$ cat config.mk
export PLATFORM = sky130hd
export DESIGN_NAME = seg7_sniffer
export DESIGN_NICKNAME = d
export VERILOG_FILES = /design/src/rtl/seg7_sniffer.sv
export SDC_FILE = /design/constraint.sdc
export NUM_CORES = 1
export LEC_CHECK = 0
export CAP_MARGIN = 20
export CORE_MARGIN = 2
export CORE_UTILIZATION = 30
export DETAILED_ROUTE_END_ITERATION = 10
export GPL_ROUTABILITY_DRIVEN = 0
export SLEW_MARGIN = 0
export SYNTH_ARGS = -nofsm -noshare
export SYNTH_HDL_FRONTEND = slang
export SYNTH_SLANG_ARGS = --single-unit
$ cat constraint.sdc
create_clock -name clk -period 4.85 [get_ports clk]
set_clock_uncertainty 0.2 [all_clocks]
set_input_delay 0.97 -clock clk [delete_from_list [all_inputs] [get_ports clk]]
set_output_delay 0.97 -clock clk [all_outputs]
set_load 0.05 [all_outputs]
$ cat src/rtl/seg7_sniffer.sv
// Receive side of a 4-digit multiplexed 7-segment display: watches the active-low
// anode/segment lines and rebuilds the 16-bit hex value being shown.
module seg7_sniffer #(
  parameter int STABLE_CYCLES  = 4,
  parameter int TIMEOUT_CYCLES = 1048576
) (
  input  logic        clk,
  input  logic        rst,
  input  logic [3:0]  an,
  input  logic [6:0]  seg,
  output logic [15:0] hex_value,
  output logic [3:0]  blank_mask,
  output logic [3:0]  bad_mask,
  output logic        frame_valid,
  output logic        timeout
);
  localparam int SW = $clog2(STABLE_CYCLES) + 1;
  localparam int TW = $clog2(TIMEOUT_CYCLES) + 1;
  localparam logic [SW-1:0] STAB_MAX = SW'(STABLE_CYCLES);
  localparam logic [TW-1:0] TMO_MAX  = TW'(TIMEOUT_CYCLES);

  typedef enum logic [1:0] {ST_WAIT, ST_CAPTURE, ST_HOLD} state_t;

  logic [3:0]      r_anMeta, r_anSync, r_anPrev;
  logic [6:0]      r_segMeta, r_segSync, r_segPrev;
  logic [SW-1:0]   r_stab;
  state_t          r_state;
  logic            r_changed;
  logic [3:0]      r_capAn;
  logic [6:0]      r_capSeg;
  logic [3:0][3:0] r_buf;
  logic [3:0]      r_blankBuf, r_badBuf, r_seen;
  logic [TW-1:0]   r_tmo;

  logic            w_change, w_prevValid, w_startCap;
  logic [3:0]      w_nib;
  logic            w_blank, w_bad;
  logic [1:0]      w_capIdx;
  logic [3:0]      w_capBit, w_seenCap;
  logic            w_complete, w_tmoHit;
  logic [TW-1:0]   w_tmoInc;

  assign w_change    = {r_anSync, r_segSync} != {r_anPrev, r_segPrev};
  assign w_prevValid = $onehot(~r_anPrev);
  // r_changed lets HOLD start a new capture straight away when the next dwell is already stable.
  assign w_startCap  = (r_stab == STAB_MAX) && w_prevValid &&
                       ((r_state == ST_WAIT) || ((r_state == ST_HOLD) && r_changed));
  assign w_capBit    = ~r_capAn;
  assign w_seenCap   = (r_state == ST_CAPTURE) ? (r_seen | w_capBit) : r_seen;
  assign w_complete  = (r_seen == 4'hF);
  assign w_tmoInc    = r_tmo + TW'(1);
  assign w_tmoHit    = (r_seen != 4'h0) && !w_complete && (w_tmoInc == TMO_MAX) &&
                       (w_seenCap != 4'hF);

  always_comb begin
    w_nib   = 4'h0;
    w_blank = 1'b0;
    w_bad   = 1'b0;
    case (r_capSeg)
      7'h40: w_nib = 4'h0;
      7'h79: w_nib = 4'h1;
      7'h24: w_nib = 4'h2;
      7'h30: w_nib = 4'h3;
      7'h19: w_nib = 4'h4;
      7'h12: w_nib = 4'h5;
      7'h02: w_nib = 4'h6;
      7'h78: w_nib = 4'h7;
      7'h00: w_nib = 4'h8;
      7'h10: w_nib = 4'h9;
      7'h08: w_nib = 4'hA;
      7'h03: w_nib = 4'hB;
      7'h46: w_nib = 4'hC;
      7'h21: w_nib = 4'hD;
      7'h06: w_nib = 4'hE;
      7'h0E: w_nib = 4'hF;
      7'h7F: w_blank = 1'b1;
      default: w_bad = 1'b1;
    endcase
  end

  always_comb begin
    w_capIdx = 2'd0;
    case (r_capAn)
      4'b1101: w_capIdx = 2'd1;
      4'b1011: w_capIdx = 2'd2;
      4'b0111: w_capIdx = 2'd3;
      default: w_capIdx = 2'd0;
    endcase
  end

  always_ff @(posedge clk or posedge rst) begin
    if (rst) begin
      r_anMeta  <= '0;
      r_anSync  <= '0;
      r_anPrev  <= '0;
      r_segMeta <= '0;
      r_segSync <= '0;
      r_segPrev <= '0;
      r_stab    <= '0;
    end else begin
      r_anMeta  <= an;
      r_anSync  <= r_anMeta;
      r_anPrev  <= r_anSync;
      r_segMeta <= seg;
      r_segSync <= r_segMeta;
      r_segPrev <= r_segSync;
      if (w_change)
        r_stab <= SW'(1);
      else if (r_stab != STAB_MAX)
        r_stab <= r_stab + SW'(1);
    end
  end

  always_ff @(posedge clk or posedge rst) begin
    if (rst) begin
      r_state   <= ST_WAIT;
      r_changed <= 1'b0;
      r_capAn   <= 4'hF;
      r_capSeg  <= '0;
    end else begin
      case (r_state)
        ST_WAIT, ST_HOLD: begin
          if (w_startCap) begin
            r_state  <= ST_CAPTURE;
            r_capAn  <= r_anPrev;
            r_capSeg <= r_segPrev;
          end else if ((r_state == ST_HOLD) && (r_changed || w_change)) begin
            r_state <= ST_WAIT;
          end
        end
        ST_CAPTURE: r_state <= ST_HOLD;
        default:    r_state <= ST_WAIT;
      endcase
      r_changed <= w_startCap ? w_change : (r_changed | w_change);
    end
  end

  // Completion takes priority over timeout, so a frame finished on the deadline still publishes.
  always_ff @(posedge clk or posedge rst) begin
    if (rst) begin
      r_buf       <= '0;
      r_blankBuf  <= '0;
      r_badBuf    <= '0;
      r_seen      <= '0;
      r_tmo       <= '0;
      hex_value   <= '0;
      blank_mask  <= '0;
      bad_mask    <= '0;
      frame_valid <= 1'b0;
      timeout     <= 1'b0;
    end else begin
      frame_valid <= 1'b0;
      timeout     <= 1'b0;
      if (r_state == ST_CAPTURE) begin
        r_buf[w_capIdx]      <= w_nib;
        r_blankBuf[w_capIdx] <= w_blank;
        r_badBuf[w_capIdx]   <= w_bad;
      end
      if (w_complete) begin
        hex_value   <= r_buf;
        blank_mask  <= r_blankBuf;
        bad_mask    <= r_badBuf;
        frame_valid <= 1'b1;
        r_seen      <= '0;
        r_tmo       <= '0;
      end else if (w_tmoHit) begin
        timeout <= 1'b1;
        r_seen  <= '0;
        r_tmo   <= '0;
      end else begin
        r_seen <= w_seenCap;
        r_tmo  <= (r_seen == 4'h0) ? '0 : w_tmoInc;
      end
    end
  end
endmodule

### Word-level counts from Yosys, hierarchy flattened

Cells that the tools add are included.

| storage, ports and cells | value |
|---|---|
| logic and storage cells | 109 |
| flip-flop bits (word level) | 125 |
| output and inout bits | 26 |
| input port bits | 13 |

| cells by class | value |
|---|---|
| order comparisons | 2 |
| mux-type cells | 26 |
| bitwise operators | 4 |
| $add $sub $neg | 5 |
| reductions and logical operators | 19 |
| equality and inequality tests | 29 |

Operators with widths:

| kind | count |
|---|---|
| $mux 21 | 3 |
| $pmux 4 s15 | 1 |
| $eq 7x7->1 const B | 5 |
| $add 21x1->21 const B | 1 |
| $eq 21x21->1 const B | 1 |
| $eq 7x5->1 const B | 3 |
| $eq 7x6->1 const B | 3 |
| $reduce_or 17->1 | 1 |
| $bwmux 16 | 1 |
| $mux 4 | 4 |
| $eq 7x2->1 const B | 2 |
| $eq 7x4->1 const B | 2 |
| $eq 4x4->1 const B | 3 |
| $ne 11x11->1 | 1 |
| $bwmux 4 | 2 |
| $demux 4 s2 | 1 |
| $logic_and 1x1->1 | 8 |
| $not 4->4 | 2 |
| $eq 7x3->1 const B | 1 |
| $logic_not 7->1 | 1 |
| $mux 1 | 7 |
| $mux 3 | 2 |
| $ne 3x3->1 const B | 2 |
| $pmux 2 s3 | 1 |
| 24 further kinds | 27 |

### Depth between registers and ports, before layout

Gate-level depths: netlist of run 1.

| logic depth | value |
|---|---|
| depth in word-level cells | 8 |
| mapped depth | 10 |
| mapped depth without buffers | 9 |

### Worst setup path before layout of run 1

Ideal clock, no wire load.

| path | value |
|---|---|
| kind | register to register |
| start | reg r_anPrev[0] |
| end | reg r_capSeg[3] |
| stages on the path, launching flop included | 10 |
| setup time | 133 ps |
| data arrival time | 2270 ps |
| clock period less this slack | 2603 ps |
| data required time | 4517 ps |
| slack | 2247 ps |
| path buffers | 1 |
| path through | dfrtp_1 -> fa_1 -> inv_1 -> ha_1 -> ha_1 -> nor4b_1 -> nand4_1 -> inv_1 -> clkbuf_1 -> o21ai_0 |

| between the ends | value |
|---|---|
| cells in the longest elaborated chain, start to end | 7 |

RTL lines:

| what | RTL line | RTL |
|---|---|---|
| start: declaration | 24 | `logic [3:0] r_anMeta, r_anSync, r_anPrev;` |
| start signal: assignment | 103 | `r_anPrev <= r_anSync;` |
| $not 4->4 | 44 | `assign w_prevValid = $onehot(~r_anPrev);` |
| $add 1x1->2 (not written as such) | 44 |  |
| $add 2x2->3 (not written as such) | 44 |  |
| $eq 3x1->1 | 44 |  |
| $logic_and 1x1->1 (2 in a row) | 46 | `assign w_startCap = (r_stab == STAB_MAX) && w_prevValid &&` |
| $reduce_and 2->1 (no line) | - |  |
| end signal: assignment | 126 | `r_capSeg <= r_segPrev;` |
| end: declaration | 30 | `logic [6:0] r_capSeg;` |

No other way between the ends.
A chain may end at the register's enable or synchronous reset.

### Final worst setup path of run 1

Ends and elaborated chain as after synthesis.

==> results of run 1 <==
[placed cells by master (no fill, tap or decap), drive strengths merged, types with 3 or more instances in the layout]
| master | n |
|---|---|
| a21oi | 8 |
| a311oi | 3 |
| a31oi | 8 |
| and3 | 5 |
| and4 | 5 |
| buf | 3 |
| bufinv | 4 |
| clkbuf | 18 |
| clkdlybuf4s50 | 38 |
| clkinv | 7 |
| dfrtp | 121 |
| dfstp | 4 |
| ha | 6 |
| inv | 13 |
| mux2 | 20 |
| nand2 | 119 |
| nand2b | 4 |
| nand3 | 18 |
| nand4 | 9 |
| nor2 | 37 |
| nor2b | 4 |
| nor3 | 11 |
| nor3b | 5 |
| nor4 | 6 |
| o21ai | 17 |
| or3 | 7 |
| xnor2 | 12 |
| xor2 | 23 |
[critical path, cell delays in order (launching register included)]
cell	delay, ns
dfrtp_1	0.42
fa_1	0.55
inv_1	0.04
ha_1	0.18
ha_1	0.28
nor4b_1	0.32
nand4_1	0.41
inv_1	0.44
o21ai_0	0.12
[logic make-up (layout without fill, tap and decap cells)]
family / Yosys count / in the layout / synth area share (%)
AND/OR/NAND/NOR: 241 / 241 / 21.24
multiplexers: 22 / 22 / 4.462
AO/OA/AOI/OAI: 54 / 54 / 6.488
flip-flops: 125 / 125 / 57.00
XOR/XNOR: 35 / 35 / 5.577
adder cells (fa/ha/maj): 7 / 7 / 1.730
buffers and inverters: 41 / 85 / 3.505
[report_power, final]
part | internal (uW) | switching, uW | total (uW)
clock network | 873 | 455 | 1330
registers | 1060 | 8.49 | 1070
logic | 18.0 | 27.6 | 45.6
[routing by layer]
| layer | part of all wire [%] | GRT usage, % |
|---|---|---|
| met1 | 47 | 15.03 |
| met2 | 47 | 17.29 |
| met3 | 3.7 | 3.304 |
| met4 | 1.8 | 5.901 |
| met5 | 0 | 0 |
[final cells by class]
cell class | count | share of cell area, %
Clock buffer | 18 | 6.566
Clock inverter | 13 | 2.881
Inverter | 13 | 0.7669
Multi-Input combinational cell | 359 | 32.45
Sequential cell | 125 | 46.84
Tap cell | 229 | 4.284
Timing Repair Buffer | 41 | 6.210
[worst max path at each step]
stage | startpoint | endpoint | slack (ns) | depth (start not counted)
2_1_floorplan | rst | bad_mask[0] | 0.36 | 1
3_3_place_gp | r_anPrev[0] | r_capSeg[3] | 1.93 | 8
3_5_place_dp | r_anPrev[0] | r_capSeg[3] | 1.78 | 8
4_1_cts | r_anPrev[0] | r_capSeg[4] | 1.71 | 9
5_1_grt | r_anPrev[0] | r_capSeg[3] | 1.42 | 9
6_report | r_anPrev[0] | r_capSeg[3] | 1.75 | 8
[sequential cells by signal, summed over array words and instances (netlist names), 7 cells and up]
| register | flops |
|---|---|
| hex_value | 16 |
| r_buf | 16 |
| r_capSeg | 7 |
| r_segMeta | 7 |
| r_segPrev | 7 |
| r_segSync | 7 |
| r_tmo | 21 |
[per-stage QoR]
| step | std cells | total power, uW | hold slack (ns) |
|---|---|---|---|
| 5_1_grt | 798 | 2534 | 0.1514 |
| 3_5_place_dp | 767 | 1132 | 0.1347 |
| 6_report | 798 | 2440 | 0.1459 |
| 2_1_floorplan | 525 | 1109 | 0.1312 |
| 4_1_cts | 798 | 2476 | 0.1474 |
| 3_3_place_gp | 767 | 1130 | 0.1342 |
==> results.md, run 1 <==
* Status: complete, no violations
* DR vias at 3807
* Peak supply drop at 0.2600 mV
* Die X at 139.4 microns
* Fmax at 323.0 MHz
* Syn. warnings at 0
* DIE AREA at 19420 sq um
* Net count after synthesis at 545
* Reg clk slew, reported paths at 0.06 ns
* Clock sink count at 125
* Post-synth EDFFs at 0
* Yosys top cell by area: dfrtp_1
* Number of global-route vias before repair at 3787
* Unrepaired setup endpoints after global routing: false
* RR Endpoint: r_capSeg[3]
* Max Transition Viols Final at 0
* Std cell rows at 49
* First-pass GRT wire length at 18090 microns
* Top FF cell, synth: dfrtp_1
* Pin count of the biggest net entering global routing at 76
* CP max FO at 14
* Core area at 17960 sq um
* Fillers at 1730
* Max clock buf depth at 2
* Iter 0 DRT Violations at 293
* Setup crit start kind: register
* Cts bufs inserted at 17
* Slew margin rel. at 46.40%
* # diodes at 0
* GRT overflow at 0
* Min-delay src: r_segMeta[2]
* Flop2flop setup slack at 1.75 ns
* Post-synth top area share at 55.09%
* Top-count cell post-synth: dfrtp_1
* Worst min-delay path endpoint: r_segSync[2]
* Initial antenna violation count at 0
* Cell Area, Synth at 5497 sq um
* Critical Path RT at 4.93 ns
* Total negative setup slack at 0 ns
* I/O pin count at 39
* Clock Tree Root: clkbuf_16
* Fraction of layout cells with a size suffix above 1 at 13.36%
* Routed len/inst at 12.97 microns
* Async SR Flop Fraction at 100.0%
* Post-DP HPWL at 6971 microns
* Final WL at 10350 microns
* CTS resizes at 0
* Final net count at 577
* # hold bufs at CTS at 0
* P_leak at 0.003031 uW
* Pwr dens at 364.8 nW/um^2
* Least-Margin Pin Slew at 0.8040 ns
* DR vias/cell at 4.771
* Cell variety after synth at 56
* Post-Syn Instances at 525
* Antenna Nets Post-Route at 0
* IO Port Bufs at 38
* P&R area growth vs syn at 21.69%
* Remaining DRCs at 0
* Post-Syn Area per Cell at 10.47 sq um
* Final WS setup at 1.754 ns
* Min-delay worst type: register to register
* Die Y-Extent at 139.4 microns
* Commonest cells post-synth: 121 x dfrtp_1, 119 x nand2_1, 37 x nor2_1, 23 x xor2_1, 22 x clkbuf_1
* Sequential Area at 3133 sq um
* Initial core utilization at 30.60%
* Worst R2R Start: r_anPrev[0]
* Multi-input gate area in the final layout at 2171 sq um
* Crit path kind: register to register
* Final hold vios at 0
* FF+latch count, synth at 125
* Synth area leaders: dfrtp_1 55%, nand2_1 8.1%, mux2_2 4.1%, xor2_1 3.7%, nor2_1 2.5%
* Data arrival, critical path at 3.18 ns
* Total Routing Usage GR at 11.46%
* Post-route minimum period at 3.096 ns
* Post-synthesis sequential area ratio at 57.00%
* Final worst-path cycle share at 63.84%
* Postcts setup bufs at 0
* # setup viols final at 0
* CTS tree: built
* Hold depth at 0
* Dpl ws at 1.779 ns
* Design Area, Final at 6689 sq um
* H-tree depth at 4
* Worst skew pair latency at 0.41 ns
* Placed Area at 6057 sq um
* Crit. End Element: register
* Worst Reg-to-Reg Cells at 8
* Final core occ at 37.24%
* Number of max-cap violations at 0
* DRT Pass-1 Iters at 4
(Power assumes the default switching activity.)
==> run 2: changes to the inputs <==
- clock period: 4.85 -> 3.2 ns (I/O delays scaled with it)
==> run 2 against run 1 <==
  * Register-to-register slack lost 1.4 ns
  * Sequential share of layout area up 0.46 points
  * Maximum frequency grew 8.6%
  * Clock power increased by 33%
  * Via count fell by 0.24%
==> results.md, run 2 (synthesized netlist as in run 1, its figures left out) <==
* Status: complete, no violations
* Core area at 17960 sq um (unchanged)
* Int Power at 2694 uW (+38%)
* Iter 0 DRT Violations at 255 (-13%)
* Routed len/inst at 12.96 microns (-0.13%)
* Sequential Area at 3133 sq um (unchanged)
* Final hold vios at 0 (unchanged)
* Total Routing Usage GR at 11.39% (-0.074 points)
* Final WL at 10360 microns (+0.12%)
* Clock Tree Root: clkbuf_16
* Min-delay worst type: register to register
* Pwr dens at 521.0 nW/um^2 (+43%)
* DR vias/cell at 4.748 (-0.49%)
* Max clock buf depth at 2 (unchanged)
* Std cell rows at 49 (unchanged)
* Number of max-cap violations at 0 (unchanged)
* Data arrival, critical path at 2.94 ns (-0.24 ns)
* # hold bufs at CTS at 0 (unchanged)
* Switching part of the total power at 21.95% (+1.8 points)
* Post-Layout Cell Count at 800 (+0.25%)
* Final net count at 579 (+0.35%)
* Antenna Nets Post-Route at 0 (unchanged)
* DR vias at 3798 (-0.24%)
* Least-Margin Pin Slew at 0.8192 ns (+0.01522 ns)
* Seq pwr share at 46.8% (+3.1 points)
* IO Port Bufs at 38 (unchanged)
* Crit path kind: register to register
* Cts bufs inserted at 17 (unchanged)
* DP Cell Count at 769 (+0.26%)
* DIE AREA at 19420 sq um (unchanged)
* Setup crit start kind: register
* Unrepaired setup endpoints after global routing: false
* Fillers at 1758 (+1.6%)
* Number of global-route vias before repair at 3795 (+0.21%)
* Most frequent cells in the layout: 121 x dfrtp_1, 119 x nand2_1, 38 x clkdlybuf4s50_1
* Biggest regs: r_tmo: 21 flops, hex_value: 16 flops, r_buf: 16 flops
* Total negative setup slack at 0 ns (unchanged)
* Die Y-Extent at 139.4 microns (unchanged)
* Crit. End Element: register
* Initial antenna violation count at 0 (unchanged)
* I/O pin count at 39 (unchanged)
* P&R area growth vs syn at 20.51%
* Reg clk slew, reported paths at 0.06 ns (about the same)
* Worst skew pair latency at 0.41 ns (about the same)
* Max Transition Viols Final at 0 (unchanged)
* Clock share of power at 51.2% (-3.2 points)
* Peak supply drop at 0.3807 mV (+46%)
* DRT Pass-1 Iters at 5 (+1)
* CTS tree: built
* Initial core utilization at 30.60% (unchanged)
* Pin count of the biggest net entering global routing at 126 (+66%)
* Gate power share at 2.0% (about the same)
* Clock sink count at 125 (unchanged)
* Most common cell after layout, fill and taps aside: dfrtp_1
* Slew margin rel. at 45.39% (-1.0 points)
* Remaining DRCs at 0 (unchanged)
* Post-route minimum period at 2.851 ns (-0.2457 ns)
* # setup viols final at 0 (unchanged)
* Number of flip-flops in the largest register at 21 (unchanged)
* Fmax at 350.8 MHz (+8.6%)
* CTS resizes at 0 (unchanged)
* CP max FO at 6 (-8)
* Fraction of layout cells with a size suffix above 1 at 13.49% (+0.13 points)
* H-tree depth at 4 (unchanged)
* Die X at 139.4 microns (unchanged)
* GRT overflow at 0 (unchanged)
* Multi-input gate area in the final layout at 2171 sq um (unchanged)
* Critical Path RT at 3.29 ns (-1.64 ns)
* # diodes at 0 (unchanged)
* Postcts setup bufs at 0 (unchanged)
* Net Switching at 757.5 uW (+54%)
* Most flops, register: r_tmo
* Final worst-path cycle share at 89.08% (+25 points)
* Post-DP HPWL at 6914 microns (-0.82%)
* P_leak at 0.002988 uW (-1.4%)
* First-pass GRT wire length at 17970 microns (-0.69%)
-- run 2: changes by cell type in the layout (fill, tap and decap cells not counted) --
cell,before,now
clkinv_4,6,4
clkinvlp_4,2,6
clkbuf_8,1,0
clkbuf_1,0,1
inv_6,0,1
bufinv_16,4,1
clkinv_2,1,2
inv_4,1,0
buf_4,2,4
-- run 2: through the flow --
step                hold WS (ns)  util, %  setup slack, ns  instance area, sq um  total power [uW]
floorplan                 0.1312        -           0.5972                  5500              1682
CTS                       0.1476    36.87           0.3729                  6624              3492
finish                    0.1455    36.87           0.3493                  6624              3451
global placement          0.1341    33.81           0.5519                  6073              1712
global route              0.1524    36.87          0.05598                  6624              3571
detailed placement        0.1347    33.81           0.4011                  6073              1715
-- run 2: worst paths after layout --
check                                   from       endpoint  slack, ns  cells after the start
worst max-delay path                r_tmo[0]      r_seen[0]       0.35                      7
worst min-delay path            r_segMeta[2]   r_segSync[2]       0.15                      0
worst max register to register      r_tmo[0]      r_seen[0]       0.35                      7
worst min register to register  r_segMeta[2]   r_segSync[2]       0.15                      0
max in group asynchronous                rst  blank_mask[1]       1.75                      3
min in group asynchronous                rst       r_tmo[5]       0.56                      3
-- run 2: cell type report --
cell class	count	area share, %
Sequential cell	125	47.30
Multi-Input combinational cell	359	32.77
Timing Repair Buffer	43	6.498
Clock buffer	18	6.479
Tap cell	229	4.326
Clock inverter	13	1.832
Inverter	13	0.7934
-- run 2: layer usage --
metal	routed length [microns]	up-vias	GRT usage [%]
met5	0	-	0
met4	155	0	5.369
met3	339	17	2.925
met2	4902	74	18.32
met1	4966	1845	14.39
li1	-	1862	-
-- run 2: power groups by stage --
stage	clock network [uW]	registers, uW	logic, uW
finish	1770	1620	68.5
global route	1870	1620	79.9
CTS	1800	1620	72.1
detailed placement	0	1640	71.5
global placement	0	1640	68.6
floorplan	0	1640	40.8
-- run 2: worst max-delay path, stage by stage, from the launching register on --
cell and delay (ns):
dfrtp_1 0.43, ha_1 0.30, nand3_1 0.18, nor3_1 0.43
a31oi_1 0.22, a2111oi_2 0.48, and4b_1 0.40, nor2_1 0.09
==> run 3: changes to the inputs <==
- SKIP_CTS_REPAIR_TIMING: not set -> 1
==> results of run 3 <==
Final layout, timing and power as in run 2 (identical DEF).
==> patch: new RTL, config.mk and constraints of run 1 <==
Reset style: synchronous (`rst`), changed in 3 clocked blocks.
--- a/src/rtl/seg7_sniffer.sv
+++ b/src/rtl/seg7_sniffer.sv
@@ -89,5 +89,5 @@
   end
 
-  always_ff @(posedge clk or posedge rst) begin
+  always_ff @(posedge clk) begin
     if (rst) begin
       r_anMeta  <= '0;
@@ -112,5 +112,5 @@
   end
 
-  always_ff @(posedge clk or posedge rst) begin
+  always_ff @(posedge clk) begin
     if (rst) begin
       r_state   <= ST_WAIT;
@@ -137,5 +137,5 @@
 
   // Completion takes priority over timeout, so a frame finished on the deadline still publishes.
-  always_ff @(posedge clk or posedge rst) begin
+  always_ff @(posedge clk) begin
     if (rst) begin
       r_buf       <= '0;
Function: same outputs for any inputs over 10 cycles, from zero or initial values and one cycle with rst high; that may be too few to reach the edited logic, so the function may still have changed.
==> patch against run 1 <==
- cell area fell by 3.6%
- sequential cell count did not move
- total power rose by 4.5%
- routed wire length fell by 1.8%
- area after synthesis fell by 5.4%
- highest routed layer unchanged
- clock power rose by 9%
- worst setup slack got worse by 0.051 ns
- sequential share of layout area fell by 8.0 points
- via count rose by 3.9%
==> patch: results (changes against run 1) <==
* Sequential share of the synthesized area at 0.481 (was 0.570)
* CP peak stage delay at 0.68 ns (was 0.55 ns)
* Mux contribution to synthesized area at 0.0327 (was 0.0446)
* Dpl hpwl at 6940 µm (was 6970 µm)
* Share of cells above drive strength 1 at 0.0872 (was 0.134)
* First-pass GRT wire length at 17500 µm (was 18100 µm)
* Vias in the first global route at 3706 (was 3787)
* Largest cells by area after synthesis: dfxtp_1 (48%), nor2_1 (5.2%), nand2_1 (4.6%) (was dfrtp_1 (55%), nand2_1 (8.1%), mux2_2 (4.1%))
* Total GRT Usage at 0.119 (was 0.115)
* Grt met1 use at 0.151 (was 0.150)
* Critical-path maximum fanout at 17 (was 14)
* Worst slew pin tran at 0.909 ns (was 0.804 ns)
* Peak supply drop at 0.260 mV (about the same)
* Post-synthesis cell type count at 58 (was 56)
* Status: finished, final reports clean (unchanged)
* Asr flop ratio synth at 0 (was 1.00)
* Post-synthesis cell count at 577 (was 525)
* Worst hold path depth at 1 (was 0)
* Synth top cells by count: dfxtp_1 (125), nor2_1 (72), nand2_1 (64), nor2b_1 (37), a21oi_1 (35) (was dfrtp_1 (121), nand2_1 (119), nor2_1 (37), xor2_1 (23), clkbuf_1 (22))
* Internal power at 0.00207 W (was 0.00195 W)
* Largest net degree at the start of global routing at 52 (was 76)
* Crit path from: r_anPrev[0] (unchanged)
* Worst hold start: r_segMeta[3] (was r_segMeta[2])
* Compound-cell area share of the yosys netlist at 0.111 (was 0.0649)
* Critical Path Slowest Stage Cell: nand4_1 (was fa_1)
==> patch: cell count changes after synthesis, sizes merged, moves of 5 or more <==
cell	change
a211oi	+18
a21oi	+27
a31oi	-7
dfrtp	-121
dfxtp	+125
mux2	-20
mux2i	+15
nand2	-55
nand2b	+5
nand3	-10
nor2	+35
nor2b	+33
o21ai	-6
==> patch: area by class of cell <==
cell class	count	area share
clock buffers	19	0.0671
clock inverters	13	0.0378
inverters	16	0.00931
multi-input cells	404	0.390
flip-flops and latches	125	0.388
well taps	225	0.0437
repair buffers	42	0.0640
==> patch: metrics by stage <==
step / area, µm² / power [W] / hold WS (ns) / util / setup slack [ns]
after floorplan: 5200 / 0.00110 / 0.214 / - / 2.06
after global placement: 5760 / 0.00112 / 0.224 / 0.336 / 1.77
after detailed placement: 5760 / 0.00112 / 0.226 / 0.336 / 1.69
after CTS: 6430 / 0.00258 / 0.238 / 0.376 / 1.65
after global routing: 6450 / 0.00263 / 0.252 / 0.377 / 1.48
final: 6450 / 0.00255 / 0.233 / 0.377 / 1.70
